**config.mk**
```make
export PLATFORM = sky130hd
export DESIGN_NAME = fetch_unit
export DESIGN_NICKNAME = d
export VERILOG_FILES = /design/src/rtl/fetch_unit.sv
export SDC_FILE = /design/constraint.sdc
export NUM_CORES = 1
export LEC_CHECK = 0
export CAP_MARGIN = 10
export CORE_MARGIN = 2
export CORE_UTILIZATION = 25
export CTS_CLUSTER_DIAMETER = 120
export DETAILED_ROUTE_END_ITERATION = 7
export GPL_ROUTABILITY_DRIVEN = 0
export PLACE_DENSITY = 0.46
export SKIP_LAST_GASP = 1
export SYNTH_ARGS = -nofsm -noshare
export SYNTH_HDL_FRONTEND = slang
export SYNTH_SLANG_ARGS = --single-unit
```
**constraint.sdc**
```tcl
create_clock -name clk -period 2.9 [get_ports clk]
set_clock_uncertainty 0.15 [all_clocks]
set_input_delay 0.58 -clock clk [delete_from_list [all_inputs] [get_ports clk]]
set_output_delay 0.58 -clock clk [all_outputs]
set_load 0.01 [all_outputs]
```
**src/rtl/fetch_unit.sv**
```systemverilog
// SISC instruction fetch stage: program counter, instruction register and imem req/ack FSM.
// Define FETCH_PREFETCH_EN to add a one-entry next-word prefetch buffer.
module fetch_unit #(
  parameter int AW = 16,
  parameter int DW = 32
) (
  input  logic          clk,
  input  logic          rst_f,
  input  logic          fetch_req,
  input  logic          pc_rst,
  input  logic          pc_write,
  input  logic          pc_sel,
  input  logic          br_sel,
  output logic          imem_req,
  output logic [AW-1:0] imem_addr,
  input  logic          imem_ack,
  input  logic [DW-1:0] imem_rdata,
  output logic [DW-1:0] ir,
  output logic [3:0]    opcode,
  output logic [3:0]    mm,
  output logic [15:0]   imm,
  output logic [AW-1:0] pc,
  output logic          fetch_busy,
  output logic          fetch_done
);

  typedef enum logic [1:0] {IDLE, REQ, DONE} state_e;

  state_e        state_q, state_d;
  logic [AW-1:0] pc_q, pc_d;
  logic [AW-1:0] addr_q, addr_d;
  logic [DW-1:0] ir_q, ir_d;

`ifdef FETCH_PREFETCH_EN
  logic [DW-1:0] pbuf_q, pbuf_d;
  logic [AW-1:0] pbuf_addr_q, pbuf_addr_d;
  logic          pbuf_valid_q, pbuf_valid_d;
  logic          pf_pend_q, pf_pend_d;
  logic          pf_drop_q, pf_drop_d;
  logic          fwait_q, fwait_d;
  logic [AW-1:0] fpc_q, fpc_d;
  logic          start;
  logic [AW-1:0] start_pc;
`endif

  assign ir         = ir_q;
  assign opcode     = ir_q[31:28];
  assign mm         = ir_q[27:24];
  assign imm        = ir_q[15:0];
  assign pc         = pc_q;
  assign imem_addr  = addr_q;
  assign fetch_busy = (state_q == REQ);
  assign fetch_done = (state_q == DONE);
`ifdef FETCH_PREFETCH_EN
  assign imem_req   = (state_q == REQ) || pf_pend_q;
`else
  assign imem_req   = (state_q == REQ);
`endif

  // NOTE: every always_comb output gets a default first, so no path can infer a latch.
  always_comb begin
    pc_d = pc_q;
    if (pc_rst) begin
      pc_d = '0;
    end else if (pc_write) begin
      if (!pc_sel)     pc_d = pc_q + AW'(1);
      else if (br_sel) pc_d = AW'(imm);
      else             pc_d = pc_q + AW'($signed(imm));
    end
  end

  always_comb begin
    state_d = state_q;
    addr_d  = addr_q;
    ir_d    = ir_q;
`ifdef FETCH_PREFETCH_EN
    pbuf_d       = pbuf_q;
    pbuf_addr_d  = pbuf_addr_q;
    pbuf_valid_d = pbuf_valid_q;
    pf_pend_d    = pf_pend_q;
    pf_drop_d    = pf_drop_q;
    fwait_d      = fwait_q;
    fpc_d        = fpc_q;
    start        = 1'b0;
    start_pc     = pc_q;
`endif
    case (state_q)
      IDLE: begin
`ifdef FETCH_PREFETCH_EN
        // A fetch arriving while a prefetch is in flight is parked with its PC until the ack.
        if (fwait_q) begin
          start    = !pf_pend_q;
          start_pc = fpc_q;
        end else if (fetch_req && pf_pend_q) begin
          fwait_d = 1'b1;
          fpc_d   = pc_q;
        end else begin
          start = fetch_req;
        end
        if (start) begin
          fwait_d      = 1'b0;
          pbuf_valid_d = 1'b0;
          addr_d       = start_pc;
          if (pbuf_valid_q && (pbuf_addr_q == start_pc)) begin
            ir_d    = pbuf_q;
            state_d = DONE;
          end else begin
            state_d = REQ;
          end
        end
`else
        if (fetch_req) begin
          addr_d  = pc_q;
          state_d = REQ;
        end
`endif
      end
      REQ: begin
        if (imem_ack) begin
          ir_d    = imem_rdata;
          state_d = DONE;
        end
      end
      DONE: begin
        state_d = IDLE;
`ifdef FETCH_PREFETCH_EN
        addr_d    = addr_q + AW'(1);
        pf_pend_d = 1'b1;
        pf_drop_d = 1'b0;
`endif
      end
      default: state_d = IDLE;
    endcase
`ifdef FETCH_PREFETCH_EN
    if (pf_pend_q && imem_ack) begin
      pf_pend_d = 1'b0;
      if (!pf_drop_q) begin
        pbuf_d       = imem_rdata;
        pbuf_addr_d  = addr_q;
        pbuf_valid_d = 1'b1;
      end
    end
    // A PC clear cannot abort a prefetch already on the bus, so its data is discarded on arrival.
    if (pc_rst) begin
      pbuf_valid_d = 1'b0;
      pf_drop_d    = pf_pend_d;
    end
`endif
  end

  // NOTE: state registers use non-blocking assignments so all flops update from pre-edge values.
  always_ff @(posedge clk or negedge rst_f) begin
    if (!rst_f) begin
      state_q <= IDLE;
      pc_q    <= '0;
      addr_q  <= '0;
      ir_q    <= '0;
    end else begin
      state_q <= state_d;
      pc_q    <= pc_d;
      addr_q  <= addr_d;
      ir_q    <= ir_d;
    end
  end

`ifdef FETCH_PREFETCH_EN
  // NOTE: the buffer word is reset along with its tag so simulation never carries X into ir.
  always_ff @(posedge clk or negedge rst_f) begin
    if (!rst_f) begin
      pbuf_q       <= '0;
      pbuf_addr_q  <= '0;
      pbuf_valid_q <= 1'b0;
      pf_pend_q    <= 1'b0;
      pf_drop_q    <= 1'b0;
      fwait_q      <= 1'b0;
      fpc_q        <= '0;
    end else begin
      pbuf_q       <= pbuf_d;
      pbuf_addr_q  <= pbuf_addr_d;
      pbuf_valid_q <= pbuf_valid_d;
      pf_pend_q    <= pf_pend_d;
      pf_drop_q    <= pf_drop_d;
      fwait_q      <= fwait_d;
      fpc_q        <= fpc_d;
    end
  end
`endif

endmodule

```
Yosys cells after proc, flatten, opt, wreduce, memory -nomap -nowiden
Cells that the tools add are included.

storage, ports and cells
  register bits = 66
  bits in latches = 0
  bits in writable memories = 0
  ROM bits = 0
  input port bits = 40
  memories = 0

cells by class
  add/sub/neg operators = 2
  multiply operators = 0
  divide/modulo/power cells = 0
  magnitude comparators = 0
  equal/unequal tests = 4
  shift operators = 0
  muxes and demuxes = 7
  bitwise operators = 0
  reduce and logical (&&, ||, !) cells = 5

operator list
  kind                                                                   count
  16-bit two-way mux                                                     4
  16-bit by 1-bit adder with 16-bit output, second input constant        1
  16-bit adder                                                           1
  2-bit AND reduction                                                    3
  2-bit two-way mux                                                      2
  2-bit != test, second input constant                                   2
  2-bit case mux with 2 select lines                                     1
  2-bit by 1-bit equality test with 1-bit output, second input constant  1
  2-bit equality test, second input constant                             1
  2-bit logical NOT                                                      1
  2-bit nonzero test                                                     1

Longest topological paths before layout
Gate-level depths: netlist (run 1).

  depth in word-level cells = 5
  mapped depth = 10
  gate-level depth less buffers = 10

Worst setup path after synthesis (run 1)
No wires, ideal clock.

  path type = reg-to-reg
  from = register pc_q[0], in the netlist pc[0]
  to = register pc_q[12], in the netlist pc[12]
  arrival time = 2.133 ns
  data required time = 2.628 ns
  setup slack = 0.495 ns
  stages on the path, launching flop included = 11
  cell sequence = dfrtp_1 -> ha_1 -> inv_1 -> fa_1 -> nor2b_1 -> o21a_1 -> o21ai_1 -> a31o_2 -> o21ai_1 -> xor2_1 -> a32o_1

on the way
  cells in the longest elaborated chain, start to end = 5
  elaborated cells on any way between the ends = 6
  those cells by class = add/sub: 2; mux: 4

RTL lines
  what                    line  source
  start, declared         30    logic [AW-1:0] pc_q, pc_d;
  start signal, assigned  160   pc_q <= pc_d;
  16-bit adder            68    else pc_d = pc_q + AW'($signed(imm));
  16-bit two-way mux      67    else if (br_sel) pc_d = AW'(imm);
  16-bit two-way mux (*)  66    if (!pc_sel) pc_d = pc_q + AW'(1);
  16-bit two-way mux (*)  65    end else if (pc_write) begin
  16-bit two-way mux (*)  63    if (pc_rst) begin

Mark *: on every way between the ends. The rest lies on a longest branch, timed or not. The select of a mux whose other input is x is not followed.
A chain may end at the register's enable or synchronous reset.

Worst setup path in the final report (run 1)
Ends and elaborated chain as after synthesis.

==> flow_summary.toml, run 1 <==
[yosys]
synth_edf_count = 0
ys_warn_count = 0
synth_cell_type_count = 60
async_flop_share_pct = 100
synth_seq_cells = 66
synth_compound_area_share_pct = 17.0
synthMuxAreaShare_pct = 14.5
synth_top_family_by_area = "compound AO/OA/AOI/OAI gates"
ys_seq_area_share_pct = 40.7
synth_adder_area_share_pct = 5.43
yosysMostFrequentCell = "dfrtp_1"
netlist_area_um2 = 4050
synth_common_cells = "dfrtp_1, mux2_2, buf_4, nand2_1, nor2_1"
synth-xor-area-share_pct = 2.59
yosys.area_share.simple_pct = 12.1
syn_nets = 456
yosysTopAreaCell = "dfrtp_1"
synth.top_cells.by_area = "dfrtp_1, mux2_2, ha_1"
synth_top_cell_area_share_pct = 40.7
synth_cells = 399
synth-main-ff-cell = "dfrtp_1"
avgSynthCellArea_um2 = 10.2

[floorplan]
fp.dieArea_um2 = 17300
core-area_um2 = 15900
rows = 46
ios = 131
fp.dieH_um = 131
start_util_pct = 25.5
die_w_um = 131

[timing]
period_minus_slack_ps = 2570
setup_violations = 0
finalMaxSlewViolations = 0
tns_ps = 0
worst_pin_slew_ps = 891
slew_headroom_pct = 40.6
rsz0062_at_grt = "false"
final.period_utilization_pct = 88.7
max_freq_mhz = 389
hold_viol = 0
worst_hold_slack_ps = 219

[route]
drtAntennaViolNets = 0
num_vias = 3482
wire_per_inst_um = 16.4
viasPerCell = 4.72
firstDrtPassIters = 4
route.detailed.drc = 0
wl_mm = 12.1
drt_iter0_markers = 135

[power_and_ir_drop]
p_leak_nw = 2.44
ir_drop_mv = 0.357
powerDensity_nw_per_um2 = 946

[setup_path]
crit_fanout = 7
cp_slowest_cell = "dfrtp_1"
worst_path_most_repeated_cell = "o21ai_1"
crit_chain = "ha_1 -> inv_1 -> fa_1 -> nor2b_1 -> o21a_1 -> o21ai_1 -> a31o_2 -> o21ai_1 -> xor2_1 -> a32o_1"
arrival_ps = 2650
end_kind = "register"
worst-path-buf-inv = 1
cp_top_family = "compound AO/OA/AOI/OAI gates"
critPathRequiredTime_ps = 2980
start_kind = "register"
slowest_delay_ps = 440
worstSetupPathType = "reg2reg"

[grt]
grt_pass1_vias = 3683
grt_start_max_net_pins = 67
grt_pass1_wl_mm = 19.6
antenna_found_initial = 0
gr-total-overflow = 0
track_usage_pct = 14.3

[clock_network]
ctsLongestPathBuffers = 2
cts_made_buffers = 9
ctsHoldBuffers = 0
cts_htree_levels = 3
insertion_delay_ps = 340
clock_sinks = 66
cts_tree = "built"
root_buffer = "clkbuf_16"
clk_pin_slew_ps = 60
ctsResizeCount = 0
post_cts_buffers = 0

[placement]
io_buffers = 130
post-dp-hpwl_mm = 9.12

[finish]
final_nets = 573
area_growth_pct = 43.1
n_antenna_cell = 0
drive_gt1_share_pct = 18.0

[flow_run]
maxCapViolations = 0

[min_path]
hold_path_class = "in2async"

[run_status]
status = "finished clean"
## area by class of cell
cell class	instances	area, um2
fill	1654	10100
multi-input combinational	280	2100
sequential	66	1650
timing repair buffer	150	1450
tap	216	270
clock buffer	9	225
clock inverter	7	76.3
inverter	9	33.8
## path summary, 6_finish.rpt
path | cells past startpoint | end | startpoint | slack (ps)
min | 1 | pc[10]$_DFFE_PN0P_ | rst_f | 220
min in group clk | 1 | imem_addr[12]$_DFFE_PN0P_ | imem_addr[12]$_DFFE_PN0P_ | 350
max reg2reg | 10 | pc[12]$_DFFE_PN0P_ | pc[0]$_DFFE_PN0P_ | 330
min reg2reg | 1 | imem_addr[12]$_DFFE_PN0P_ | imem_addr[12]$_DFFE_PN0P_ | 350
max in group asynchronous | 1 | pc[7]$_DFFE_PN0P_ | rst_f | 1820
max | 10 | pc[12]$_DFFE_PN0P_ | pc[0]$_DFFE_PN0P_ | 330
## cells in the final DEF (no fill, tap or decap), drive strengths merged, types with 4 or more instances in the layout
cell type	count
clkdlybuf4s50	129
a21oi	21
nor2b	6
a21o	8
mux2i	6
nand2b	6
and3	8
mux2	47
o21ai	24
nand3	9
xor2	7
nand2	25
xnor2	5
clkbuf	9
nor3	4
and2	5
nor2	22
a211oi	6
inv	11
dfrtp	66
o21a	4
buf	21
a31oi	5
ha	16
o211ai	7
## flip-flops by register name (all words and copies together), names as in the netlist
| register | flops |
|---|---|
| imem_addr | 16 |
| pc | 16 |
| ir | 32 |
| state_q | 2 |
## metal layers
layer / share of wire [%] / GRT usage, % / routed length, um / up-vias
met4: 2.0 / 4.53 / 241 / 0
li1: - / - / - / 1664
met2: 48 / 24.4 / 5770 / 94
met3: 5.4 / 4.01 / 655 / 14
met1: 45 / 17.4 / 5410 / 1710
met5: 0 / 0 / 0 / -
## kinds of logic (layout without fill, tap and decap cells)
logic type | after synthesis | count (layout)
AOI/OAI and AO/OA | 101 | 101
and+or+nand+nor | 97 | 97
DFF | 66 | 66
muxes | 53 | 53
buffers and inverters | 53 | 175
adders and majority gates | 17 | 17
xor gates and xnor gates | 12 | 12
## power by group
group | switching, mW | total, mW | internal (mW)
logic | 1.20 | 2.77 | 1.57
registers | 0.324 | 1.58 | 1.25
clock network | 0.465 | 1.14 | 0.672
total | 1.99 | 5.49 | 3.50
## metrics by stage
stage          cell area, um2  instances  util, %  power, mW  setup slack, ps
6_report                 5800        737     36.5       5.49              328
5_1_grt                  5800        737     36.5       5.86              115
4_1_cts                  5800        737     36.5       5.58              334
3_5_place_dp             5500        721     34.6       4.40              355
3_3_place_gp             5500        721     34.6       4.38              419
2_1_floorplan            4050        399        -       3.14              495
(Power assumes the default switching activity.)
==> run 2, diff against run 1 <==
Settings changed: DONT_BUFFER_PORTS set to 1, PLACE_DENSITY 0.46 to 0.35.
==> run 2 against run 1 <==
Compared with the run above: cell area decreased by 21%; sequential cell count unchanged; power decreased by 16%; non-clock buffer count decreased by 128; critical path type unchanged; final cell count decreased by 17%; sequential power increased by 11%; combinational power decreased by 41%; die area unchanged; hold slack got worse by 63 ps; maximum frequency increased by 0.51%.
==> flow_summary.toml, run 2 (synthesized netlist as in run 1, its figures left out) <==
[setup_path]
r2r_cells = 9
worstSetupPathType = "reg2reg"
crit_fanout = 5
reg2reg_from = "ir[1]$_DFFE_PN0P_"
ff2ff_setup_slack_ps = 340
critPathRequiredTime_ps = 2990
arrival_ps = 2640
r2r_end = "pc[12]$_DFFE_PN0P_"
start_kind = "register"
end_kind = "register"

[placement]
post-dp-hpwl_mm = 8.71
io_buffers = 0

[finish]
n_antenna_cell = 0
largest_reg_flops = 32
fillCellCount = 1730
area_growth_pct = 12.7
multi_input_area_um2 = 2100
seq_area_um2 = 1650
drive_gt1_share_pct = 23.9
final_cell_mix = "dfrtp_1, mux2_2, nand2_1, nor2_1, o21ai_0"
final_common_cell = "dfrtp_1"
final_nets = 445
utilization_pct = 28.7

[min_path]
whs_endpoint = "pc[2]$_DFFE_PN0P_"
hold_path_depth = 1
hold_path_class = "in2reg"
min_from = "pc_rst"

[route]
firstDrtPassIters = 4
drtAntennaViolNets = 0
wl_mm = 12.0
num_vias = 2976
viasPerCell = 4.89
wire_per_inst_um = 19.6
route.detailed.drc = 0
drt_iter0_markers = 157

[timing]
setup_violations = 0
hold_viol = 0
final.period_utilization_pct = 88.2
max_freq_mhz = 391
finalMaxSlewViolations = 0
rsz0062_at_grt = "false"
slew_headroom_pct = 66.3
tns_ps = 0
worst_pin_slew_ps = 492
period_minus_slack_ps = 2560

[floorplan]
ios = 131
die_w_um = 131
core-area_um2 = 15900
start_util_pct = 25.5
rows = 46
fp.dieArea_um2 = 17300
fp.dieH_um = 131

[clock_network]
cts_made_buffers = 9
ctsHoldBuffers = 2
clk_pin_slew_ps = 60
insertion_delay_ps = 340
cts_htree_levels = 3
clock_sinks = 66
cts_tree = "built"
root_buffer = "clkbuf_16"
post_cts_buffers = 0
ctsResizeCount = 0
ctsLongestPathBuffers = 2

[flow_run]
maxCapViolations = 0

[grt]
grt_start_max_net_pins = 67
grt_pass1_vias = 3105
grt_pass1_wl_mm = 19.0
antenna_found_initial = 0
gr-total-overflow = 0
track_usage_pct = 14.3

[power_and_ir_drop]
p_leak_nw = 1.98
ir_drop_mv = 0.389
powerDensity_nw_per_um2 = 1010

[run_status]
status = "finished clean"
## run 2: worst max path at each step
stage | start | to | depth (start not counted)
after CTS | ir[1]$_DFFE_PN0P_ | pc[12]$_DFFE_PN0P_ | 9
after detailed placement | ir[1]$_DFFE_PN0P_ | pc[12]$_DFFE_PN0P_ | 9
after global routing | ir[1]$_DFFE_PN0P_ | pc[7]$_DFFE_PN0P_ | 8
after floorplan | pc[0]$_DFFE_PN0P_ | pc[12]$_DFFE_PN0P_ | 10
final | ir[1]$_DFFE_PN0P_ | pc[12]$_DFFE_PN0P_ | 9
after global placement | ir[1]$_DFFE_PN0P_ | pc[7]$_DFFE_PN0P_ | 8
## run 2: per-layer routing
metal | vias to the layer above | share of wire [%] | GRT usage [%]
met1 | 1476 | 41 | 16.2
li1 | 1406 | - | -
met4 | 0 | 1.9 | 5.56
met2 | 80 | 51 | 25.3
met3 | 14 | 5.9 | 4.36
met5 | - | 0 | 0
## run 2: per-stage QoR
step / hold slack [ps] / std cells / instance area, um2 / worst slack [ps] / power (mW)
3_3_place_gp: 137 / 591 / 4200 / 386 / 3.41
2_1_floorplan: 134 / 399 / 4050 / 495 / 3.14
3_5_place_dp: 137 / 591 / 4200 / 392 / 3.42
4_1_cts: 135 / 609 / 4570 / 358 / 4.72
6_report: 157 / 609 / 4570 / 341 / 4.62
5_1_grt: 137 / 609 / 4570 / 120 / 4.96
## run 2: critical path, cell delays in order (launching register included)
cell and delay, ps:
dfrtp_1 500, inv_1 130, fa_1 490, nor2b_1 140, o21a_1 140, o21ai_1 110, a31o_2 290, o21ai_1 170
xor2_1 90, a32o_1 260
## run 2: where the power goes
part           total [mW]  internal [mW]  switching [mW]  leakage [nW]
registers            1.75           1.25           0.497         0.832
logic                1.64          0.757           0.880         0.989
clock network        1.23          0.778           0.454         0.155
total                4.62           2.79            1.83          1.98
## run 2: final cells by class
class | count | share of cell area (%)
Inverter | 9 | 0.740
Multi-Input combinational cell | 280 | 45.9
Clock inverter | 6 | 1.95
Timing Repair Buffer | 22 | 4.11
Clock buffer | 10 | 5.23
Tap cell | 216 | 5.92
Sequential cell | 66 | 36.2
==> run 3, diff against run 2 <==
Clock period 2.9 ns to 3.3 ns, I/O delays scaled along.
==> run 3 against run 2 <==
Compared with the run above: global-route usage is 0.077 points lower; combinational power is 24% lower; sequential cell count stayed put; critical path type unchanged; largest cell class unchanged.
==> flow_summary.toml, run 3 (synthesized netlist as in run 1, its figures left out) <==
[run_status]
status = "finished clean"

[clock_network]
post_cts_buffers = 0
root_buffer = "clkbuf_16"
cts_made_buffers = 9
insertion_delay_ps = 340
ctsResizeCount = 0
cts_tree = "built"
clk_pin_slew_ps = 60
clock_sinks = 66
cts_htree_levels = 3
ctsLongestPathBuffers = 2

[route]
num_vias = 2967
drtAntennaViolNets = 0
wl_mm = 11.9
drt_iter0_markers = 177
firstDrtPassIters = 4
route.detailed.drc = 0
viasPerCell = 4.97
wire_per_inst_um = 19.9

[setup_path]
cp_slowest_cell = "dfrtp_1"
end_kind = "register"
r2r_cells = 8
slowest_delay_ps = 500
cp_top_family = "compound AO/OA/AOI/OAI gates"
worstSetupPathType = "reg2reg"
crit_fanout = 5
worst-path-buf-inv = 0
reg2reg_from = "ir[2]$_DFFE_PN0P_"
worstSetupStartpoint = "ir[2]$_DFFE_PN0P_"
arrival_ps = 2790
start_kind = "register"
ff2ff_setup_slack_ps = 580
critPathRequiredTime_ps = 3370
crit_chain = "ha_1 -> o21ai_0 -> o21ai_0 -> a21oi_1 -> o31ai_1 -> xor2_1 -> mux2i_1 -> a21oi_1"
r2r_end = "pc[9]$_DFFE_PN0P_"

[floorplan]
start_util_pct = 25.5
die_w_um = 131
core-area_um2 = 15900
fp.dieArea_um2 = 17300
rows = 46
ios = 131
fp.dieH_um = 131

[placement]
io_buffers = 0
post-dp-hpwl_mm = 8.62

[flow_run]
maxCapViolations = 0

[power_and_ir_drop]
power_frac_comb_pct = 31.4
power.switching_mw = 1.60
clkPwrFrac_pct = 26.8
p_int_mw = 2.36
power_frac_seq_pct = 41.9
ir_drop_mv = 0.293
powerDensity_nw_per_um2 = 885
p_leak_nw = 1.92
swShare_pct = 40.4

[finish]
final_nets = 433
utilization_pct = 28.1
final_cell_mix = "dfrtp_1, mux2_2, nand2_1, nor2_1, o21ai_0"
area_growth_pct = 10.1
final_common_cell = "dfrtp_1"
n_antenna_cell = 0
largest_reg_flops = 32
drive_gt1_share_pct = 21.8

[grt]
track_usage_pct = 14.2
grt_use_met1_pct = 16.8
grt_pass1_wl_mm = 18.7
top_usage_layer = "met2"
gr-total-overflow = 0
grt_pass1_vias = 3057
antenna_found_initial = 0
grt_start_max_net_pins = 67
grt_use_met2_pct = 23.7
gr-usage-met3_pct = 4.86

[timing]
period_minus_slack_ps = 2720
finalMaxSlewViolations = 0
max_freq_mhz = 368
rsz0062_at_grt = "false"
setup_violations = 0
worst_pin_slew_ps = 665
tns_ps = 0
slew_headroom_pct = 55.6
hold_viol = 0
final.period_utilization_pct = 82.4

[min_path]
hold_path_class = "in2async"
[run 3: cell types whose count changed in the layout (fill, tap and decap cells not counted)]
| cell | before | now |
|---|---|---|
| buf_4 | 20 | 9 |
| clkinvlp_4 | 2 | 0 |
| clkinv_4 | 0 | 1 |
| clkinv_2 | 1 | 3 |
| clkbuf_8 | 1 | 0 |
| dlygate4sd3_1 | 1 | 0 |
[run 3: layout make-up]
cell class	count	area (um2)
Multi-Input combinational cell	280	2100
Timing Repair Buffer	10	95.1
Clock inverter	7	92.6
Fill cell	1715	11400
Sequential cell	66	1650
Inverter	9	33.8
Clock buffer	9	225
Tap cell	216	270
[run 3: worst max path at each step]
stage | slack, ps | cells after the start | endpoint
after floorplan | 900 | 10 | pc[12]$_DFFE_PN0P_
after global placement | 540 | 8 | pc[9]$_DFFE_PN0P_
after detailed placement | 620 | 8 | pc[9]$_DFFE_PN0P_
after CTS | 590 | 10 | pc[14]$_DFFE_PN0P_
after global routing | 400 | 10 | pc[14]$_DFFE_PN0P_
final | 580 | 8 | pc[9]$_DFFE_PN0P_
[run 3: per-layer routing]
layer	part of all wire (%)	wire length (um)	vias to the layer above
met5	0	0	-
met4	2.3	273	0
met3	6.1	724	15
met2	50	5900	86
met1	42	4990	1477
li1	-	-	1389
[run 3: power groups by stage]
stage | registers, mW | clock network, mW | logic, mW
floorplan | 1.49 | 0 | 1.27
global placement | 1.69 | 0 | 1.22
detailed placement | 1.69 | 0 | 1.22
CTS | 1.68 | 1.10 | 1.25
global route | 1.72 | 1.14 | 1.39
finish | 1.65 | 1.06 | 1.24
[run 3: stage by stage]
step	cell area [um2]	hold slack [ps]	power [mW]	setup WS, ps	std cells
after CTS	4460	56.7	4.03	592	597
after global routing	4460	53.4	4.25	399	597
after detailed placement	4120	218	2.92	616	580
final	4460	30.8	3.95	580	597
after global placement	4120	218	2.91	545	580
after floorplan	4050	214	2.76	895	399
[run 3: timing repair]
item	CTS	global route
endpoints found under the hold margin	66	0
setup endpoints to repair	0	0
hold buffers	1	0
